<file path="config.mk">
export PLATFORM = sky130hd
export DESIGN_NAME = mul8_seq_shift_add
export DESIGN_NICKNAME = d
export VERILOG_FILES = /design/src/rtl/mul8_seq_shift_add_pkg.sv /design/src/rtl/mul8_seq_shift_add_mul_row.sv /design/src/rtl/mul8_seq_shift_add.sv
export SDC_FILE = /design/constraint.sdc
export NUM_CORES = 1
export LEC_CHECK = 0
export ABC_CLOCK_PERIOD_IN_PS = 4100
export BUFFER_PORTS_ARGS = -buffer_cell sky130_fd_sc_hd__buf_2
export CORE_AREA = 5 5 96 98
export DETAILED_ROUTE_END_ITERATION = 8
export DIE_AREA = 0 0 101 103
export GPL_ROUTABILITY_DRIVEN = 0
export PLACE_DENSITY = 0.46
export SETUP_SLACK_MARGIN = 0.3
export SLEW_MARGIN = 20
export SYNTH_ARGS = -nofsm -noshare
export SYNTH_HDL_FRONTEND = slang
export SYNTH_HIERARCHICAL = 1
export SYNTH_SLANG_ARGS = --single-unit
export TNS_END_PERCENT = 20
</file>
<file path="constraint.sdc">
create_clock -name clk -period 4.1 [get_ports clk]
set_input_delay 0.41 -clock clk [delete_from_list [all_inputs] [get_ports clk]]
set_output_delay 0.41 -clock clk [all_outputs]
set_load 0.05 [all_outputs]
</file>
<file path="src/rtl/mul8_seq_shift_add_pkg.sv">
// Purpose: shared constants and FSM state type for the sequential shift-add multiplier.
// Latency: n/a (declarations only).
// Backpressure: n/a.
package mul8_seq_shift_add_pkg;

    localparam int DEF_WIDTH = 8;   // operand width; product is 2*WIDTH
    localparam int DEF_CNT_W = 4;   // iteration counter width, 2**CNT_W > WIDTH

    typedef enum logic [1:0] {
        S_IDLE = 2'd0,
        S_RUN  = 2'd1,
        S_DONE = 2'd2
    } state_t;

endpackage

</file>
<file path="src/rtl/mul8_seq_shift_add_mul_row.sv">
// Purpose: one WIDTH x 1 partial-product row, {cout,sum} = acc_hi + (a_reg & {WIDTH{mq0}}).
// Latency: combinational, ripple carry from a half-adder LSB through full-adder cells.
// Backpressure: none (pure logic).
// Ports: a_reg (multiplicand), mq0 (current multiplier bit), acc_hi (running upper
//        accumulator) in; sum (WIDTH bits) and cout (row carry-out) out.
import mul8_seq_shift_add_pkg::*;

module mul_row #(
    parameter int WIDTH = DEF_WIDTH
) (
    input  logic [WIDTH-1:0] a_reg,
    input  logic             mq0,
    input  logic [WIDTH-1:0] acc_hi,
    output logic [WIDTH-1:0] sum,
    output logic             cout
);

    logic [WIDTH-1:0] pp;       // partial product bits
    logic [WIDTH:1]   carry;    // carry into cell i lives at carry[i]

    assign pp = a_reg & {WIDTH{mq0}};

    // LSB cell has no carry-in, so a half adder suffices.
    assign sum[0]   = acc_hi[0] ^ pp[0];
    assign carry[1] = acc_hi[0] & pp[0];

    for (genvar i = 1; i < WIDTH; i++) begin : g_mfa
        assign sum[i]     = acc_hi[i] ^ pp[i] ^ carry[i];
        assign carry[i+1] = (acc_hi[i] & pp[i]) | (carry[i] & (acc_hi[i] ^ pp[i]));
    end

    assign cout = carry[WIDTH];

endmodule

</file>
<file path="src/rtl/mul8_seq_shift_add.sv">
// Purpose: sequential unsigned WIDTH x WIDTH shift-add multiplier, one row per RUN cycle.
// Latency: accept at cycle 0, out_valid from cycle WIDTH+1 (cycle 1 for zero operands when
//          MUL_ZERO_SKIP_EN is defined); issue interval WIDTH+2.
// Backpressure: product held in DONE until out_ready; in_ready only in IDLE, so upstream holds.
// Ports: clk, rst (async active-high); in_valid/in_ready with a, b; out_valid/out_ready with
//        product (2*WIDTH, registered); busy high while iterating.
// Optional feature macro: MUL_ZERO_SKIP_EN (zero operand bypasses RUN).
import mul8_seq_shift_add_pkg::*;

module mul8_seq_shift_add #(
    parameter int WIDTH = DEF_WIDTH,
    parameter int CNT_W = DEF_CNT_W
) (
    input  logic               clk,
    input  logic               rst,
    input  logic               in_valid,
    output logic               in_ready,
    input  logic [WIDTH-1:0]   a,
    input  logic [WIDTH-1:0]   b,
    output logic               out_valid,
    input  logic               out_ready,
    output logic [2*WIDTH-1:0] product,
    output logic               busy
);

    state_t           state, state_nxt;
    logic [WIDTH-1:0] a_reg;
    logic [WIDTH-1:0] mq;       // multiplier bits shift out low, product low bits shift in high
    logic [WIDTH-1:0] acc_hi;
    logic [CNT_W-1:0] cnt;
    logic [WIDTH-1:0] row_sum;
    logic             row_cout;
    logic             accept;
    logic             last_iter;
    logic             zero_skip;

    mul_row #(.WIDTH(WIDTH)) u_row (
        .a_reg  (a_reg),
        .mq0    (mq[0]),
        .acc_hi (acc_hi),
        .sum    (row_sum),
        .cout   (row_cout)
    );

`ifdef MUL_ZERO_SKIP_EN
    assign zero_skip = (a == '0) || (b == '0);
`else
    assign zero_skip = 1'b0;
`endif

    assign accept    = (state == S_IDLE) && in_valid;
    assign last_iter = (cnt == CNT_W'(WIDTH-1));

    always_ff @(posedge clk or posedge rst) begin
        if (rst) state <= S_IDLE;
        else     state <= state_nxt;
    end

    always_comb begin
        state_nxt = state;
        in_ready  = 1'b0;
        out_valid = 1'b0;
        busy      = 1'b0;
        case (state)
            S_IDLE: begin
                in_ready = 1'b1;
                if (in_valid) state_nxt = zero_skip ? S_DONE : S_RUN;
            end
            S_RUN: begin
                busy = 1'b1;
                if (last_iter) state_nxt = S_DONE;
            end
            S_DONE: begin
                out_valid = 1'b1;
                // Handoff returns to IDLE; the next accept waits one cycle.
                if (out_ready) state_nxt = S_IDLE;
            end
            default: state_nxt = S_IDLE;
        endcase
    end

    always_ff @(posedge clk or posedge rst) begin
        if (rst) begin
            a_reg   <= '0;
            mq      <= '0;
            acc_hi  <= '0;
            cnt     <= '0;
            product <= '0;
        end else if (accept) begin
            a_reg  <= a;
            mq     <= b;
            acc_hi <= '0;
            cnt    <= '0;
            if (zero_skip) product <= '0;
        end else if (state == S_RUN) begin
            acc_hi <= {row_cout, row_sum[WIDTH-1:1]};
            mq     <= {row_sum[0], mq[WIDTH-1:1]};
            cnt    <= cnt + CNT_W'(1);
            // Same value as {next acc_hi, next mq}, taken straight from the row outputs.
            if (last_iter) product <= {row_cout, row_sum, mq[WIDTH-1:1]};
        end
    end

endmodule

</file>
Word level (Yosys, flattened, before mapping)
Cells that the tools add are included.
- latch bits: 0
- ROM bits: 0
- output and inout bits: 19
- RAM bits: 0
- memories: 0
- flip-flop bits (word level): 46
- shifts and indexed selects: 0
- divide/modulo/power cells: 0
- mux-type cells: 13
- bitwise logic cells: 39
- order comparisons: 0
- reduce and logical (&&, ||, !) cells: 5
- add/subtract/negate cells: 1
- eq/ne operators: 6
- $mul: 0
- operators by type and width (kind ; count):
    2-to-1 mux 8 bit ; 4
    AND 1 bit ; 15
    XOR 1 bit ; 15
    AND 8 bit ; 1
    2-to-1 mux 4 bit ; 2
    OR 1 bit ; 7
    2-to-1 mux 2 bit ; 3
    inequality test 2 bit (second input constant) ; 3
    one-hot mux 2 bit (3 select lines) ; 1
    AND reduction 3 bit ; 2
    adder 4 x 1 -> 4 bit (second input constant) ; 1
    equality test 4 x 3 -> 1 bit (second input constant) ; 1
    2-to-1 mux 1 bit ; 3
    equality test 2 x 1 -> 1 bit (second input constant) ; 1
    equality test 2 bit (second input constant) ; 1
    zero test 2 bit ; 1
    nonzero test 2 bit ; 1
    logical AND 1 bit ; 1
    inverter 1 bit ; 1

Depth between registers and ports, before layout
- depth in word-level cells: 18
- gate-level depth with buffers: 15
- depth with buffers taken out: 15

Modules after synthesis
The synthesis kept the hierarchy.
- modules (own cells, without submodules) (module ; area an instance (sq um) ; cells an instance ; sequential area each (sq um) ; times used):
    mul8_seq_shift_add ; 1849.3 ; 167 ; 1151.1 ; 1
    mul_row ; 227.7 ; 24 ; 0.0 ; 1

Worst setup path before layout
Ideal clock, no wire load.
- path kind: register -> register
- start: register mq[0]
- end: register product[14]
- data arrival time: 3.480 ns
- cell stages (with the launch flop): 15
- clock period less this slack: 3.547 ns
- slack: 0.553 ns
- library setup time: 0.067 ns
- required time: 4.033 ns
- cells stage by stage: dfrtp_1 -> and2_1 -> ha_1 -> inv_1 -> fa_1 -> inv_1 -> fa_1 -> fa_1 -> fa_1 -> fa_1 -> fa_1 -> inv_1 -> fa_1 -> inv_1 -> mux2_2
- cells in the longest elaborated chain, start to end: 15
- RTL lines (what ; line ; source):
    start: declaration ; mul8_seq_shift_add.sv:28 ; logic [WIDTH-1:0] mq;
    start signal: assignment ; mul8_seq_shift_add.sv:97 ; mq <= {row_sum[0], mq[WIDTH-1:1]};
    AND 8 bit * ; mul8_seq_shift_add_mul_row.sv:21 ; assign pp = a_reg & {WIDTH{mq0}};
    AND 1 bit or XOR 1 bit (tied branches) ; mul8_seq_shift_add_mul_row.sv:25, mul8_seq_shift_add_mul_row.sv:29 ;
    AND 1 bit ; mul8_seq_shift_add_mul_row.sv:29 ; assign carry[i+1] = (acc_hi[i] & pp[i]) | (carry[i] & (acc_hi[i] ^ pp[i]));
    OR 1 bit ; mul8_seq_shift_add_mul_row.sv:29 ;
    AND 1 bit ; mul8_seq_shift_add_mul_row.sv:29 ;
    OR 1 bit ; mul8_seq_shift_add_mul_row.sv:29 ;
    AND 1 bit ; mul8_seq_shift_add_mul_row.sv:29 ;
    OR 1 bit ; mul8_seq_shift_add_mul_row.sv:29 ;
    AND 1 bit ; mul8_seq_shift_add_mul_row.sv:29 ;
    OR 1 bit ; mul8_seq_shift_add_mul_row.sv:29 ;
    AND 1 bit ; mul8_seq_shift_add_mul_row.sv:29 ;
    OR 1 bit ; mul8_seq_shift_add_mul_row.sv:29 ;
    AND 1 bit ; mul8_seq_shift_add_mul_row.sv:29 ;
    OR 1 bit ; mul8_seq_shift_add_mul_row.sv:29 ;
    XOR 1 bit * ; mul8_seq_shift_add_mul_row.sv:28 ; assign sum[i] = acc_hi[i] ^ pp[i] ^ carry[i];
    named net row_sum[7] ; mul8_seq_shift_add.sv:31 ; logic [WIDTH-1:0] row_sum;
    end signal: assignment ; mul8_seq_shift_add.sv:100 ; if (last_iter) product <= {row_cout, row_sum, mq[WIDTH-1:1]};
    end: declaration ; mul8_seq_shift_add.sv:22 ; output logic [2*WIDTH-1:0] product,
Mark *: on every way through the listed nets, which the timed path passes. The rest lies on a longest branch.
A chain may end at the register's enable or synchronous reset.

Worst setup path after layout
Ends and elaborated chain as after synthesis.

==> impl_metrics.py <==
metrics = {
    "layout": {
        "fillerInstances": 884,
        "antennaDiodeCount": 0,
        "ff_latch_area_um2": 1150,
        "multiInputGateArea_um2": 852,
        "largest_register": "product",
        "layout-drive-gt1-share_pct": 30.6,
        "largest_reg_flops": 16,
        "final_area_um2": 2500,
        "areaGrowthSynthToFinish_pct": 20.2,
        "fin_nets": 260,
    },
    "power": {
        "p_per_area_nw_per_um2": 812,
        "ir_drop_mv": 0.197,
        "leakagePower_nw": 1.30,
    },
    "yosys": {
        "seq_area_frac_synth_pct": 55.4,
        "yosysWarnings": 6,
        "async_flop_share_pct": 100,
        "synth_area_leaders": "dfrtp_1 (55%), nand2_1 (12%), mux2_2 (8.7%)",
        "yosysTopAreaCellShare_pct": 55.4,
        "synthFlopType": "dfrtp_1",
        "synth_edf_count": 0,
        "avgSynthCellArea_um2": 10.9,
        "yosysUniqueCellTypes": 25,
        "synth-seq-cells": 46,
        "syn_nets": 220,
        "synth_area_um2": 2080,
        "synthCells": 191,
        "synth_top_area_cell": "dfrtp_1",
        "synth.most_common_cell": "nand2_1",
        "synthTopCellsByCount": "nand2_1 (64), dfrtp_1 (46), mux2_2 (16)",
    },
    "clock_network": {
        "cts_max_path_buffers": 2,
        "cts_max_level": 2,
        "clk_pin_slew_worst_paths_ps": 90,
        "clk_latency_ps": 300,
        "cts_tree": "yes",
        "cts_buffers": 5,
        "post_cts_hold_buffer_count": 0,
        "clock_sinks": 46,
        "cts_root_buf": "clkbuf_8",
    },
    "sta": {
        "maxSlewViolCount": 0,
        "tightest_slew_ps": 943,
        "fmax_mhz": 276,
        "setup_viol": 0,
        "finClkSkew_ps": 7.58,
        "slew_headroom_pct": 37.0,
        "finalHoldViolations": 0,
        "fin_crit_ps": 3620,
        "fin_crit_sh_pct": 88.3,
        "rsz0062_at_grt": "false",
        "final.setup.tns_ps": 0,
    },
    "routing": {
        "wirelength_um": 4550,
        "wl_per_cell_um": 13.4,
        "num_vias": 1432,
        "dr.first_iter.drc_count": 47,
        "vias_per_cell": 4.21,
        "first_pass_iters": 4,
        "drc": 0,
        "ant_nets": 0,
    },
    "floorplan": {
        "ioPinCount": 39,
        "core_um2": 8380,
        "start_util_pct": 24.8,
        "die_y_um": 103,
        "die_w_um": 101,
        "rows": 34,
        "dieArea_um2": 10400,
    },
    "setup_path": {
        "end_kind": "flop",
        "crit_arrival_ps": 3860,
        "rrSetupSlack_ps": 480,
        "path_max_fanout": 3,
        "required_ps": 4340,
        "crit_path_start_kind": "flop",
        "cp_slowest_cell": "dfrtp_2",
        "crit_path_max_incr_delay_ps": 420,
        "critPathTopFamily": "adder cells",
        "worstSetupPathType": "flop to flop",
        "cp_num_buf_inv": 4,
        "crit_chain": "and2_1 > ha_1 > inv_1 > fa_1 > inv_1 > fa_1 > fa_1 > fa_1 > fa_1 > fa_1 > inv_1 > fa_1 > inv_1 > mux2_2",
        "cp_common_cell": "fa_1",
    },
    "run": {
        "maxCapViolations": 0,
    },
    "run_status": {
        "outcome": "finished, final reports clean",
    },
    "global_routing": {
        "antenna_found_initial": 0,
        "grt_max_degree": 47,
        "grt_overflow": 0,
        "grt_pass1_wl_um": 7600,
        "grt_usage_pct": 9.48,
        "grt_pass1_vias": 1489,
    },
    "place": {
        "port-buffer-count": 38,
        "place_area_um2": 2380,
        "dpl.hpwl_um": 3050,
    },
    "min_path": {
        "hold_class": "primary input to async pin",
    },
}
-- per-layer routing --
| metal | vias to the layer above | share of wire (%) | GRT usage, % |
|---|---|---|---|
| met5 | - | 0 | 0 |
| met4 | 0 | 2.0 | 3.99 |
| met3 | 6 | 3.5 | 1.96 |
| met1 | 704 | 46 | 12.4 |
| li1 | 697 | - | - |
| met2 | 25 | 48 | 15.3 |
-- final cells by class --
| cell class | instances | share of cell area, % |
|---|---|---|
| well taps | 108 | 5.41 |
| repair buffers | 40 | 8.22 |
| clock buffers | 8 | 4.41 |
| multi-input cells | 127 | 34.1 |
| inverters | 11 | 1.70 |
| flip-flops and latches | 46 | 46.1 |
-- final timing paths --
kind | cells past startpoint | startpoint | to
max | 14 | mq[0]$_DFFE_PP0P_ | product[14]$_DFFE_PP0P_
min | 2 | rst | mq[5]$_DFFE_PP0P_
max reg2reg | 14 | mq[0]$_DFFE_PP0P_ | product[14]$_DFFE_PP0P_
min reg2reg | 2 | a_reg[0]$_DFFE_PP0P_ | a_reg[0]$_DFFE_PP0P_
max in group asynchronous | 2 | rst | mq[0]$_DFFE_PP0P_
min in group clk | 3 | a[1] | a_reg[1]$_DFFE_PP0P_
-- report_power, final --
part	internal (W)	switching, W
sequential	0.000649	0.000128
clock	0.000170	0.000155
combinational	0.000302	0.000624
-- cells by family (layout without fill, tap and decap cells) --
logic type                 Yosys count  count (layout)  share of synthesized area, %
and+or+nand+nor                     86              86                          18.6
DFF                                 46              46                          55.4
buffers and inverters               18              59                          3.86
muxes                               17              17                          9.16
AOI/OAI and AO/OA                   15              15                          5.06
adders and majority gates            9               9                          7.95
-- stage by stage --
step | hold slack (ps) | instances | power [W] | utilization [%] | setup slack, ps
after global routing | 302 | 340 | 0.00219 | 29.8 | 302
final | 231 | 340 | 0.00203 | 29.8 | 480
after CTS | 289 | 339 | 0.00206 | 29.7 | 364
after floorplan | 437 | 191 | 0.00148 | - | 553
after global placement | 452 | 331 | 0.00171 | 28.3 | 424
after detailed placement | 456 | 331 | 0.00173 | 28.4 | 387
-- repair_timing --
item	in CTS	in global routing
buffers inserted	0	1
resized for setup	0	1
setup endpoints to repair	0	3
-- placed cells by master, fill, tap and decap left out, types with 2 or more instances in the layout --
| cell | count |
|---|---|
| and2_1 | 6 |
| inv_1 | 10 |
| o21ai_0 | 3 |
| mux2_2 | 16 |
| dfrtp_1 | 45 |
| nand3_1 | 9 |
| fa_1 | 7 |
| nand2_1 | 64 |
| buf_4 | 2 |
| clkbuf_8 | 8 |
| buf_2 | 38 |
| a22oi_1 | 8 |
| ha_1 | 2 |
Power figures use the tool's default switching activity.
